## config.mk

```make
export PLATFORM = sky130hd
export DESIGN_NAME = calc_seq
export DESIGN_NICKNAME = d
export VERILOG_FILES = /design/src/rtl/calc_pkg.sv /design/src/rtl/calc_alu.sv /design/src/rtl/calc_seq.sv
export SDC_FILE = /design/constraint.sdc
export NUM_CORES = 1
export LEC_CHECK = 0
export CAP_MARGIN = 20
export CELL_PAD_IN_SITES_DETAIL_PLACEMENT = 0
export CELL_PAD_IN_SITES_GLOBAL_PLACEMENT = 2
export CORE_AREA = 5 5 85 87
export CTS_CLUSTER_DIAMETER = 40
export DETAILED_ROUTE_END_ITERATION = 10
export DIE_AREA = 0 0 90 92
export GPL_ROUTABILITY_DRIVEN = 0
export GPL_TIMING_DRIVEN = 1
export PLACE_DENSITY = 0.85
export SYNTH_ARGS = -nofsm -noshare
export SYNTH_HDL_FRONTEND = slang
export SYNTH_SLANG_ARGS = --single-unit
export TNS_END_PERCENT = 30
```

## constraint.sdc

```tcl
create_clock -name clk -period 2.32 [get_ports clk]
set_clock_uncertainty 0.2 [all_clocks]
set_input_delay 0.464 -clock clk [delete_from_list [all_inputs] [get_ports clk]]
set_output_delay 0.464 -clock clk [all_outputs]
set_load 0.05 [all_outputs]
```

## src/rtl/calc_pkg.sv

```systemverilog
// ---------------------------------------------------------------------------
// calc_pkg
// Shared definitions for the calculator command sequencer:
//   - default data / address widths of the 4-entry register file
//   - opcode constants
//   - sequencer state encoding
//   - op_usage(): which RF ports an opcode reads and whether it writes back
// ---------------------------------------------------------------------------
package calc_pkg;

  localparam int DW_DEF = 3;
  localparam int AW_DEF = 2;

  localparam logic [2:0] OP_NOP = 3'b000;
  localparam logic [2:0] OP_ADD = 3'b001;
  localparam logic [2:0] OP_SUB = 3'b010;
  localparam logic [2:0] OP_AND = 3'b011;
  localparam logic [2:0] OP_OR  = 3'b100;
  localparam logic [2:0] OP_XOR = 3'b101;
  localparam logic [2:0] OP_LDI = 3'b110;
  localparam logic [2:0] OP_MOV = 3'b111;

  typedef enum logic [2:0] {
    S_IDLE  = 3'd0,
    S_READ  = 3'd1,
    S_EXEC  = 3'd2,
    S_WRITE = 3'd3,
    S_DONE  = 3'd4
  } state_e;

  typedef struct packed {
    logic uses_a;
    logic uses_b;
    logic writes;
  } op_use_t;

  function automatic op_use_t op_usage(input logic [2:0] op);
    op_use_t u;
    u.uses_a = 1'b0;
    u.uses_b = 1'b0;
    u.writes = 1'b1;
    case (op)
      OP_ADD, OP_SUB, OP_AND, OP_OR, OP_XOR: begin
        u.uses_a = 1'b1;
        u.uses_b = 1'b1;
      end
      OP_MOV:  u.uses_a = 1'b1;
      OP_LDI:  u.writes = 1'b1;
      OP_NOP:  u.writes = 1'b0;
      default: u.writes = 1'b1;
    endcase
    return u;
  endfunction

endpackage

```

## src/rtl/calc_alu.sv

```systemverilog
// ---------------------------------------------------------------------------
// calc_alu
// Purely combinational ALU for the calculator sequencer.
// Ports:
//   op   in  3   opcode (calc_pkg OP_*)
//   a    in  DW  operand A (register file port A)
//   b    in  DW  operand B (register file port B)
//   imm  in  DW  immediate (LDI only)
//   res  out DW  result, modulo 2^DW
//   ovf  out 1   carry out (ADD) / unsigned borrow (SUB), else 0
// ---------------------------------------------------------------------------
module calc_alu
  import calc_pkg::*;
#(
  parameter int DW = DW_DEF
) (
  input  logic [2:0]    op,
  input  logic [DW-1:0] a,
  input  logic [DW-1:0] b,
  input  logic [DW-1:0] imm,
  output logic [DW-1:0] res,
  output logic          ovf
);

  // One extra bit catches the carry of ADD and the borrow of SUB.
  logic [DW:0] sum_w;
  logic [DW:0] diff_w;

  assign sum_w  = {1'b0, a} + {1'b0, b};
  assign diff_w = {1'b0, a} - {1'b0, b};

  always_comb begin
    res = '0;
    ovf = 1'b0;
    case (op)
      OP_ADD: begin
        res = sum_w[DW-1:0];
        ovf = sum_w[DW];
      end
      OP_SUB: begin
        res = diff_w[DW-1:0];
        ovf = diff_w[DW];
      end
      OP_AND:  res = a & b;
      OP_OR:   res = a | b;
      OP_XOR:  res = a ^ b;
      OP_LDI:  res = imm;
      OP_MOV:  res = a;
      default: res = '0;
    endcase
  end

endmodule

```

## src/rtl/calc_seq.sv

```systemverilog
// ---------------------------------------------------------------------------
// calc_seq
// Command sequencer driving a 4-entry calculator register file. One command
// at a time: IDLE -> READ -> EXEC -> WRITE -> DONE -> IDLE, one cycle each.
// Ports:
//   clk, rst                      clock, synchronous active-high reset
//   cmd_valid/cmd_ready           command handshake (ready only in IDLE)
//   cmd_op/dst/srca/srcb/imm      command fields, latched on accept
//   rea/raa, reb/rab              RF read ports A/B (registered)
//   douta, doutb                  RF read data (combinational from RF)
//   we/wa/din                     RF write port (registered)
//   busy                          command in flight (READ..DONE)
//   done                          one-cycle completion pulse
//   result, ovf                   status of last command, held until next done
// ---------------------------------------------------------------------------
module calc_seq
  import calc_pkg::*;
#(
  parameter int DW = DW_DEF,
  parameter int AW = AW_DEF
) (
  input  logic          clk,
  input  logic          rst,
  input  logic          cmd_valid,
  output logic          cmd_ready,
  input  logic [2:0]    cmd_op,
  input  logic [AW-1:0] cmd_dst,
  input  logic [AW-1:0] cmd_srca,
  input  logic [AW-1:0] cmd_srcb,
  input  logic [DW-1:0] cmd_imm,
  output logic          rea,
  output logic [AW-1:0] raa,
  output logic          reb,
  output logic [AW-1:0] rab,
  input  logic [DW-1:0] douta,
  input  logic [DW-1:0] doutb,
  output logic          we,
  output logic [AW-1:0] wa,
  output logic [DW-1:0] din,
  output logic          busy,
  output logic          done,
  output logic [DW-1:0] result,
  output logic          ovf
);

  state_e        state_q, state_d;

  // Latched command
  logic [2:0]    op_q;
  logic [AW-1:0] dst_q;
  logic [DW-1:0] imm_q;

  // Operands captured at the end of READ, ALU result registered in EXEC
  logic [DW-1:0] a_q, b_q;
  logic [DW-1:0] res_q;
  logic          res_ovf_q;

  // Registered outputs
  logic          rea_q, reb_q, we_q, busy_q, done_q, ovf_q;
  logic [AW-1:0] raa_q, rab_q, wa_q;
  logic [DW-1:0] din_q, result_q;

  logic [DW-1:0] alu_res;
  logic          alu_ovf;
  op_use_t       cmd_use;
  op_use_t       cur_use;

  assign cmd_use = op_usage(cmd_op);
  assign cur_use = op_usage(op_q);

  calc_alu #(.DW(DW)) u_alu (
    .op  (op_q),
    .a   (a_q),
    .b   (b_q),
    .imm (imm_q),
    .res (alu_res),
    .ovf (alu_ovf)
  );

  // Ready is gated by rst directly so nothing is accepted on a reset edge.
  assign cmd_ready = (state_q == S_IDLE) && !rst;

  always_comb begin
    state_d = state_q;
    case (state_q)
      S_IDLE:  if (cmd_valid) state_d = S_READ;
      S_READ:  state_d = S_EXEC;
      S_EXEC:  state_d = S_WRITE;
      S_WRITE: state_d = S_DONE;
      S_DONE:  state_d = S_IDLE;
      default: state_d = S_IDLE;
    endcase
  end

  always_ff @(posedge clk) begin
    if (rst) begin
      state_q   <= S_IDLE;
      op_q      <= OP_NOP;
      dst_q     <= '0;
      imm_q     <= '0;
      a_q       <= '0;
      b_q       <= '0;
      res_q     <= '0;
      res_ovf_q <= 1'b0;
      rea_q     <= 1'b0;
      reb_q     <= 1'b0;
      raa_q     <= '0;
      rab_q     <= '0;
      we_q      <= 1'b0;
      wa_q      <= '0;
      din_q     <= '0;
      busy_q    <= 1'b0;
      done_q    <= 1'b0;
      result_q  <= '0;
      ovf_q     <= 1'b0;
    end else begin
      state_q <= state_d;
      case (state_q)
        S_IDLE: begin
          if (cmd_valid) begin
            op_q   <= cmd_op;
            dst_q  <= cmd_dst;
            imm_q  <= cmd_imm;
            raa_q  <= cmd_srca;
            rab_q  <= cmd_srcb;
            rea_q  <= cmd_use.uses_a;
            reb_q  <= cmd_use.uses_b;
            busy_q <= 1'b1;
          end
        end
        S_READ: begin
          // RF data is combinational on the registered addresses.
          a_q   <= douta;
          b_q   <= doutb;
          rea_q <= 1'b0;
          reb_q <= 1'b0;
        end
        S_EXEC: begin
          res_q     <= alu_res;
          res_ovf_q <= alu_ovf;
          we_q      <= cur_use.writes;
          wa_q      <= dst_q;
          din_q     <= alu_res;
        end
        S_WRITE: begin
          we_q     <= 1'b0;
          done_q   <= 1'b1;
          result_q <= res_q;
          ovf_q    <= res_ovf_q;
        end
        S_DONE: begin
          done_q <= 1'b0;
          busy_q <= 1'b0;
        end
        default: begin
          we_q   <= 1'b0;
          done_q <= 1'b0;
          busy_q <= 1'b0;
        end
      endcase
    end
  end

  assign rea    = rea_q;
  assign raa    = raa_q;
  assign reb    = reb_q;
  assign rab    = rab_q;
  assign we     = we_q;
  assign wa     = wa_q;
  assign din    = din_q;
  assign busy   = busy_q;
  assign done   = done_q;
  assign result = result_q;
  assign ovf    = ovf_q;

endmodule

```

# Word level (Yosys, flattened, before mapping)
# Cells that the tools add are included.
# op_classes
addsub	2
eq_ne	18
mux	15
n_bitwise	4
reduce_logical	13
# op_table
op	n
$eq 3x3->1 const B	8
$pmux 3 s7	1
$eq 3x2->1 const B	6
$pmux 1 s2	6
$pmux 3 s4	1
$eq 3x1->1 const B	3
$reduce_or 3->1	3
$logic_not 3->1	2
$mux 1	6
$reduce_and 2->1	3
$reduce_or 6->1	1
$reduce_or 5->1	1
$add 3x3->4	1
$sub 3x3->4	1
$and 3x3->3	1
$mux 3	1
$or 3x3->3	1
$xor 3x3->3	1
$ne 2x2->1 const B	1
$reduce_bool 2->1	1
$logic_and 1x1->1	1
$logic_not 1->1	1
$not 1->1	1
# word_totals
ff_bits	36
inputBits	21
wordCells	70

# Depth between registers and ports, before layout
# Gate-level depths: netlist (run 1).
# logic_depth
ltp_word	5
ltp_mapped	8

# By module
# A second synthesis (run 1) with hierarchy kept.
# unflattened
hier_cells	198
area_unflattened_um2	1791.7
# by_module_without_submodules
mod	instances	cells_per_inst	area_each_um2
calc_seq	1	144	1348.8
calc_alu	1	54	442.9

# Worst setup path after synthesis (run 1)
# Ideal clock, no wire load.
# synth_timing
path_type	input port to output port
start	in rst
end	out cmd_ready
t_arrival_ps	2097
required_ps	1656
slack_ps	-441
path_stages	2
cell_sequence	clkbuf_1 > nor4_1
# synth_between
elab_chain_len	2
# synth_lines
item	line_no	source
start: declaration	calc_seq.sv:23	input logic rst,
$logic_not 1->1	calc_seq.sv:81	assign cmd_ready = (state_q == S_IDLE) && !rst;
$logic_and 1x1->1	calc_seq.sv:81	
end: declaration	calc_seq.sv:25	output logic cmd_ready,
# No other way between the ends.

# Worst setup path after layout (run 1)
# layout_timing
start	reg din_q[1] (netlist: din[1])
end	out din[1]
# layout_rtl
item	line_no	source
start: declaration	calc_seq.sv:61	logic [DW-1:0] din_q, result_q;
start signal: assignment	calc_seq.sv:143	din_q <= alu_res;
end: declaration	calc_seq.sv:39	output logic [DW-1:0] din,
# No word-level cell between the ends.

==> results of run 1 <==
worst reg2reg max path: stages (launching register included):
cell     delay, ns
dfxtp_1       0.35
inv_1         0.08
ha_1          0.21
inv_1         0.07
fa_1          0.40
mux2_2        0.27
a21oi_1       0.14
o21ai_0       0.08
a22o_1        0.20
layout by cell type, fill, tap and decap left out, types with 2 or more instances in the layout:
master,instances
nor4_1,2
ha_1,9
o21ai_0,6
dfxtp_1,36
xnor2_1,2
a21oi_1,28
nor3_1,5
nor4_2,2
inv_1,11
clkbuf_8,5
nand2b_1,2
buf_4,5
clkdlybuf4s50_1,38
xor2_1,2
nor2_1,24
fa_1,2
mux2i_1,8
nand3b_1,2
nand2_1,33
area by class of cell:
| cell class | instances | area [sq um] |
|---|---|---|
| well taps | 77 | 96.34 |
| fillers | 657 | 3956 |
| inverters | 11 | 41.29 |
| clock buffers | 6 | 72.57 |
| flip-flops and latches | 36 | 720.7 |
| multi-input cells | 147 | 947.2 |
| repair buffers | 44 | 437.9 |
| clock inverters | 1 | 5.005 |
power groups by stage:
stage                     Sequential [mW]  Clock [mW]  Combinational (mW)
after global placement              0.719           0               0.343
final                               0.704       0.422               0.341
after global routing                0.712       0.462               0.378
after detailed placement            0.720           0               0.344
after CTS                           0.705       0.438               0.346
after floorplan                     0.744           0               0.201
metrics by stage:
step	power [mW]	utilization (%)	setup WS, ns
floorplan	0.9455	-	0.1441
global placement	1.063	35.74	0.2525
detailed placement	1.064	35.74	0.2159
CTS	1.489	36.97	0.1527
global route	1.552	36.97	0.1017
finish	1.467	36.97	0.1815
worst max path at each step:
stage | endpoint | slack (ns)
final | din[1] | 0.18
after global routing | din[1] | 0.10
after CTS | din[2] | 0.15
after detailed placement | din[1] | 0.22
after global placement | din[1] | 0.25
after floorplan | cmd_ready | 0.14
metal layers:
layer  track usage [%]  share of wire, %
met2             16.22                46
met4             4.467               1.9
met3             2.946               4.9
met5                 0                 0
met1             12.14                47
sequential cells by signal, summed over array words and instances, names as in the netlist, 2 cells and up:
| signal | cells |
|---|---|
| b_q | 3 |
| din | 3 |
| wa | 2 |
| op_q | 3 |
| result | 3 |
| rab | 2 |
| dst_q | 2 |
| a_q | 3 |
| raa | 2 |
| imm_q | 3 |
| state_q | 3 |
cell families (layout without fill, tap and decap cells):
group / after synthesis / count (layout)
compound gates: 46 / 46
xor+xnor: 4 / 4
fa+ha+maj: 11 / 11
buf+inv: 24 / 62
flops: 36 / 36
mux: 10 / 10
simple gates: 76 / 76
==> qor.txt, run 1 <==
Synth Area in XOR/XNOR -> 1.975%
dpl cells -> 315
crit-path max FO -> 3
Mean Syn Cell Area -> 8.571 sq um
drt first pass iters -> 4
# DRC -> 0
area leader, netlist -> dfxtp_1
Synth Area in Adders -> 8.604%
initial antenna violation count -> 0
post-CTS resize count -> 0
CP bufs+invs -> 1
DRT Wirelength -> 3970 um
post-synthesis sequential area ratio -> 40.62%
Worst setup startpoint -> din[1]
peak supply drop -> 0.0003116 V
Layout Area Growth over Synthesis -> 30.82%
Final Non-Filler Cells -> 322
number of diodes -> 0
Starting Density -> 28.26%
post-synthesis compound-gate area fraction -> 15.16%
Layout Nets -> 277
actual slew at the worst max-slew pin -> 0.5414 ns
CTS buffer count -> 5
antenna-violating nets left -> 0
synthesized area -> 1774 sq um
vias per inst -> 4.537
num rows -> 29
Hold Slack -> 0.2535 ns
RSZ-0062 raised after global routing -> no
post-synthesis simple-gate area fraction -> 20.87%
#FFs+latches synth -> 36
CP max stage delay -> 0.82 ns
switching power total -> 0.4535 mW
H-tree levels -> 2
Hold Path End -> wa[0]
Worst R2R End -> din[1]
startpoint types -> flip-flop
I/O Buffers -> 39
fmax -> 0.4676 GHz
Worst EP required -> 1.66 ns
CTS max path bufs -> 2
Hold Crit Start -> dst_q[0]
vias -> 1461
Post-Syn Nets -> 239
setup violators final -> 0
CTS clk-pin slew, worst paths -> 0.07 ns
Mapped Cells -> 207
clk sinks -> 36
Post-DP Area -> 2243 sq um
CP top delay family -> buffers and inverters
CP cell instances -> clkdlybuf4s50_1
synth cell count leaders -> dfxtp_1 (36), nand2_1 (33), a21oi_1 (28)
maximum capacitance violations -> 0
data arrival time of the worst path -> 1.47 ns
CTS tree -> yes
Final HPWL DP -> 2888 um
pwr/cell area -> 632.1 nW/um^2
FFs w/ async S/R, synth -> 0%
Comb pwr share -> 23.2%
hold crit path type -> flip-flop to flip-flop
Die Footprint -> 8280 sq um
Worst R2R Path Depth -> 8
share of cells above drive strength 1 -> 8.571%
dominant synthesized flop cell -> dfxtp_1
vias in the first global route -> 1446
most instantiated library cell after synthesis -> dfxtp_1
total negative slack -> 0 ns
Die Ht -> 92 um
fin area -> 2321 sq um
Clock Tree Root -> clkbuf_8
area share of the largest cell type after synthesis -> 40.62%
Worst path depth -> 1
post-CTS setup buffer count -> 0
EDFF count, synth -> 0
FF-to-FF setup slack -> 0.21 ns
Leakage Power -> 0.8828 nW
Pins Over Slew Limit -> 0
First DRT Iteration DRCs -> 46
Fin. Hold Viols -> 0
period utilization -> 92.18%
total track usage -> 9.954%
CP Class -> flip-flop to primary output
# hold bufs at CTS -> 0
Internal -> 1.014 mW
multiplexer share of the synthesized area -> 6.417%
Die Wd -> 90 um
post-synthesis cell type count -> 41
first-pass GRT wire length -> 6858 um
Sw Ratio -> 30.91%
io pins -> 40
fin crit period -> 2.139 ns
status -> finished clean
Worst path slowest cell -> clkdlybuf4s50_1
register share of total power -> 48.0%
routed len/inst -> 12.33 um
clock share of power -> 28.7%
largest net degree at the start of global routing -> 33
Worst slew margin -> 63.86%
Hold Path Cell Cnt -> 2
total core area -> 6277 sq um
total congestion overflow -> 0
Clk Latency, worst-skew pair -> 0.29 ns
synth warn -> 0
reg2reg start -> a_q[0]
Worst setup EP type -> primary output
largest family of logic cells by synthesized area -> simple AND/OR/NAND/NOR gates
top post-synthesis cells by area -> dfxtp_1 (41%), a21oi_1 (7.9%), nand2_1 (7.0%)
Note: power is estimated with default switching activity, not from simulation.
==> run 2, diff against run 1 <==
--- a/config.mk
+++ b/config.mk
@@ -8,10 +8,10 @@
 export CAP_MARGIN = 20
 export CELL_PAD_IN_SITES_DETAIL_PLACEMENT = 0
 export CELL_PAD_IN_SITES_GLOBAL_PLACEMENT = 2
-export CORE_AREA = 5 5 85 87
+export CORE_AREA = 2 2 82 84
 export CTS_CLUSTER_DIAMETER = 40
 export DETAILED_ROUTE_END_ITERATION = 10
-export DIE_AREA = 0 0 90 92
+export DIE_AREA = 0 0 84 86
 export GPL_ROUTABILITY_DRIVEN = 0
 export GPL_TIMING_DRIVEN = 1
 export PLACE_DENSITY = 0.85
==> qor.txt, run 2 (same netlist as run 1, synthesis figures left out) <==
num rows -> 29
Routed met2 length -> 1802 um
total congestion overflow -> 0
Highest Signal Layer -> met4
Clock Tree Root -> clkbuf_8
CTS buffer count -> 5
vias -> 1455
Clk Latency, worst-skew pair -> 0.28 ns
peak supply drop -> 0.0002321 V
Fin. Hold Viols -> 0
initial antenna violation count -> 0
post-CTS resize count -> 0
Die Ht -> 86 um
largest net degree at the start of global routing -> 33
Starting Density -> 28.26%
data arrival time of the worst path -> 2.11 ns
CTS max path bufs -> 2
Layout Nets -> 277
maximum capacitance violations -> 0
leading cell type in the layout, fill and taps excluded -> clkdlybuf4s50_1
number of diodes -> 0
DRT Wirelength -> 3825 um
Pins Over Slew Limit -> 0
period utilization -> 91.99%
Routed met1 length -> 1836 um
PnR worst setup slack -> 0.1859 ns
First DRT Iteration DRCs -> 36
commonest non-fill, non-tap cells in the layout -> clkdlybuf4s50_1 (38), dfxtp_1 (36), nand2_1 (33)
pwr/cell area -> 693.5 nW/um^2
Die Wd -> 84 um
Worst EP required -> 2.30 ns
drt first pass iters -> 4
CTS clk-pin slew, worst paths -> 0.07 ns
hold crit path type -> flip-flop to flip-flop
# hold bufs at CTS -> 0
routed len/inst -> 11.84 um
Worst setup EP type -> flip-flop
Leakage Power -> 0.9062 nW
antenna-violating nets left -> 0
total core area -> 6277 sq um
Die Footprint -> 7224 sq um
io pins -> 40
RSZ-0062 raised after global routing -> no
Setup WS pre-CTS -> 0.2017 ns
I/O Buffers -> 39
total track usage -> 11.04%
share of cells above drive strength 1 -> 9.350%
Post-DP Area -> 2243 sq um
actual slew at the worst max-slew pin -> 0.5267 ns
clk sinks -> 36
fmax -> 0.4686 GHz
Worst slew margin -> 64.84%
fin crit period -> 2.134 ns
H-tree levels -> 2
setup violators final -> 0
startpoint types -> flip-flop
# DRC -> 0
Hold Slack -> 0.2578 ns
Routed met3 length -> 149 um
crit-path max FO -> 3
Pwr Total -> 1.644 mW
status -> finished clean
CTS tree -> yes
vias in the first global route -> 1412
Final HPWL DP -> 2783 um
Layout Area Growth over Synthesis -> 33.57%
post-CTS setup buffer count -> 0
first-pass GRT wire length -> 6520 um
CP Class -> flip-flop to flip-flop
vias per inst -> 4.505
fin area -> 2370 sq um
total negative slack -> 0 ns
-- run 2: cell count changes in the layout (fill, tap and decap cells not counted) --
| cell | previous run | this run |
|---|---|---|
| bufinv_16 | 0 | 1 |
| clkbuf_1 | 1 | 0 |
| clkbuf_8 | 5 | 7 |
| clkinv_2 | 1 | 0 |
-- run 2: per-stage QoR --
step / std cells / utilization [%]
floorplan: 207 / -
global placement: 315 / 35.74
detailed placement: 315 / 35.74
CTS: 323 / 37.75
global route: 323 / 37.75
finish: 323 / 37.75
-- run 2: metal layers --
metal	GRT usage [%]	up-vias
li1	-	776
met1	13.60	645
met2	18.91	32
met3	2.599	2
met4	3.959	0
met5	0	-
-- run 2: power by group --
part | leakage, nW | internal, mW | switching, mW
combinational | 0.548 | 0.153 | 0.187
sequential | 0.294 | 0.656 | 0.0488
clock | 0.0645 | 0.379 | 0.219
-- run 2: final cells by class --
type,count,area (sq um)
clock buffer,7,96.34
clock inverter,1,30.03
fill,646,3908
inverter,11,41.29
multi-input combinational,147,947.2
sequential,36,720.7
tap,77,96.34
timing repair buffer,44,437.9
-- run 2: path summary, 6_finish.rpt --
path,start,to,slack [ns],depth (start not counted)
setup reg to reg,a_q[0],din[1],0.19,8
setup / recovery,a_q[0],din[1],0.19,8
hold reg to reg,reb,reb,0.26,2
hold / removal,reb,reb,0.26,2
-- run 2: critical path, stage by stage (launching register included) --
cell,delay (ns)
dfxtp_1,0.35
inv_1,0.08
ha_1,0.23
inv_1,0.07
fa_1,0.41
mux2_2,0.27
a21oi_1,0.13
o21ai_0,0.08
a22o_1,0.20
==> run 3, diff against run 2 <==
--- a/config.mk
+++ b/config.mk
@@ -8,13 +8,14 @@
 export CAP_MARGIN = 20
 export CELL_PAD_IN_SITES_DETAIL_PLACEMENT = 0
 export CELL_PAD_IN_SITES_GLOBAL_PLACEMENT = 2
-export CORE_AREA = 2 2 82 84
+export CORE_AREA = 2 2 80 82
+export CTS_BUF_LIST = sky130_fd_sc_hd__clkbuf_8
 export CTS_CLUSTER_DIAMETER = 40
 export DETAILED_ROUTE_END_ITERATION = 10
-export DIE_AREA = 0 0 84 86
+export DIE_AREA = 0 0 82 84
 export GPL_ROUTABILITY_DRIVEN = 0
 export GPL_TIMING_DRIVEN = 1
-export PLACE_DENSITY = 0.85
+export PLACE_DENSITY = 0.89
 export SYNTH_ARGS = -nofsm -noshare
 export SYNTH_HDL_FRONTEND = slang
 export SYNTH_SLANG_ARGS = --single-unit
==> qor.txt, run 3 (same netlist as run 1, synthesis figures left out) <==
# DRC -> 0
pwr/cell area -> 630.7 nW/um^2
period utilization -> 92.18%
data arrival time of the worst path -> 1.47 ns
fin area -> 2321 sq um
Worst setup EP type -> primary output
vias per inst -> 4.602
CP max stage delay -> 0.82 ns
commonest non-fill, non-tap cells in the layout -> clkdlybuf4s50_1 (38), dfxtp_1 (36), nand2_1 (33)
Clock Tree Root -> clkbuf_8
num rows -> 29
First DRT Iteration DRCs -> 50
CP bufs+invs -> 1
Worst R2R Path Depth -> 8
crit-path max FO -> 3
status -> finished clean
total track usage -> 11.95%
CP cell instances -> clkdlybuf4s50_1
routed len/inst -> 11.86 um
post-layout util -> 38.07%
I/O Buffers -> 39
setup violators final -> 0
Layout Nets -> 277
antenna-violating nets left -> 0
Die Wd -> 82 um
total congestion overflow -> 0
CP top delay family -> buffers and inverters
CP Class -> flip-flop to primary output
RSZ-0062 raised after global routing -> no
Leakage Power -> 0.8870 nW
Die Ht -> 84 um
post-CTS resize count -> 0
initial antenna violation count -> 0
Layout Area Growth over Synthesis -> 30.82%
DRT Wirelength -> 3820 um
fmax -> 0.4676 GHz
Final HPWL DP -> 2729 um
share of cells above drive strength 1 -> 8.571%
post-CTS setup buffer count -> 0
peak supply drop -> 0.0002264 V
io pins -> 40
Die Footprint -> 6888 sq um
maximum capacitance violations -> 0
CTS buffer count -> 5
Post-DP Area -> 2243 sq um
clk sinks -> 36
total negative slack -> 0 ns
vias in the first global route -> 1366
hold crit path type -> flip-flop to flip-flop
CTS tree -> yes
number of diodes -> 0
Worst path slowest cell -> clkdlybuf4s50_1
Clk Latency, worst-skew pair -> 0.29 ns
CTS max path bufs -> 2
leading cell type in the layout, fill and taps excluded -> clkdlybuf4s50_1
largest net degree at the start of global routing -> 33
Hold Slack -> 0.2549 ns
Pins Over Slew Limit -> 0
Pwr Total -> 1.464 mW
# hold bufs at CTS -> 0
fin crit period -> 2.139 ns
Worst EP required -> 1.66 ns
Worst slew margin -> 63.66%
first-pass GRT wire length -> 6458 um
total core area -> 6096 sq um
H-tree levels -> 2
Fin. Hold Viols -> 0
vias -> 1482
CTS clk-pin slew, worst paths -> 0.07 ns
actual slew at the worst max-slew pin -> 0.5444 ns
drt first pass iters -> 4
Hold Path Cell Cnt -> 2
Starting Density -> 29.11%
Worst path depth -> 1
startpoint types -> flip-flop
run 3: path summary, 6_finish.rpt:
check	startpoint	endpoint	slack [ns]
max	din[1]	din[1]	0.18
min	raa[1]	raa[1]	0.25
max reg2reg	a_q[0]	din[1]	0.18
min reg2reg	raa[1]	raa[1]	0.25
run 3: final cells by class:
| class | count | area [sq um] |
|---|---|---|
| Fill cell | 656 | 3775 |
| Multi-Input combinational cell | 147 | 947.2 |
| Sequential cell | 36 | 720.7 |
| Timing Repair Buffer | 44 | 437.9 |
| Tap cell | 77 | 96.34 |
| Clock buffer | 5 | 68.82 |
| Inverter | 11 | 41.29 |
| Clock inverter | 2 | 8.758 |
run 3: layer usage:
metal | share of wire, % | up-vias | global-route usage, %
li1 | - | 776 | -
met1 | 49 | 674 | 16.53
met2 | 46 | 27 | 17.74
met3 | 3.5 | 5 | 2.922
met4 | 1.8 | 0 | 4.545
met5 | 0 | - | 0
run 3: metrics by stage:
step                      cells  setup WS, ns
final                       322        0.1815
after global placement      315        0.2542
after detailed placement    315        0.2025
after CTS                   322        0.1719
after global routing        322        0.1140
after floorplan             207        0.1441
run 3: power by group:
group | switching [mW] | internal, mW
clock | 0.217 | 0.200
sequential | 0.0489 | 0.656
combinational | 0.188 | 0.154
total | 0.455 | 1.01
run 3: tightest hold or removal path, cell delays in order (launching register included):
cell and delay (ns):
dfxtp_1 0.31, nand2_1 0.05, a21oi_1 0.05
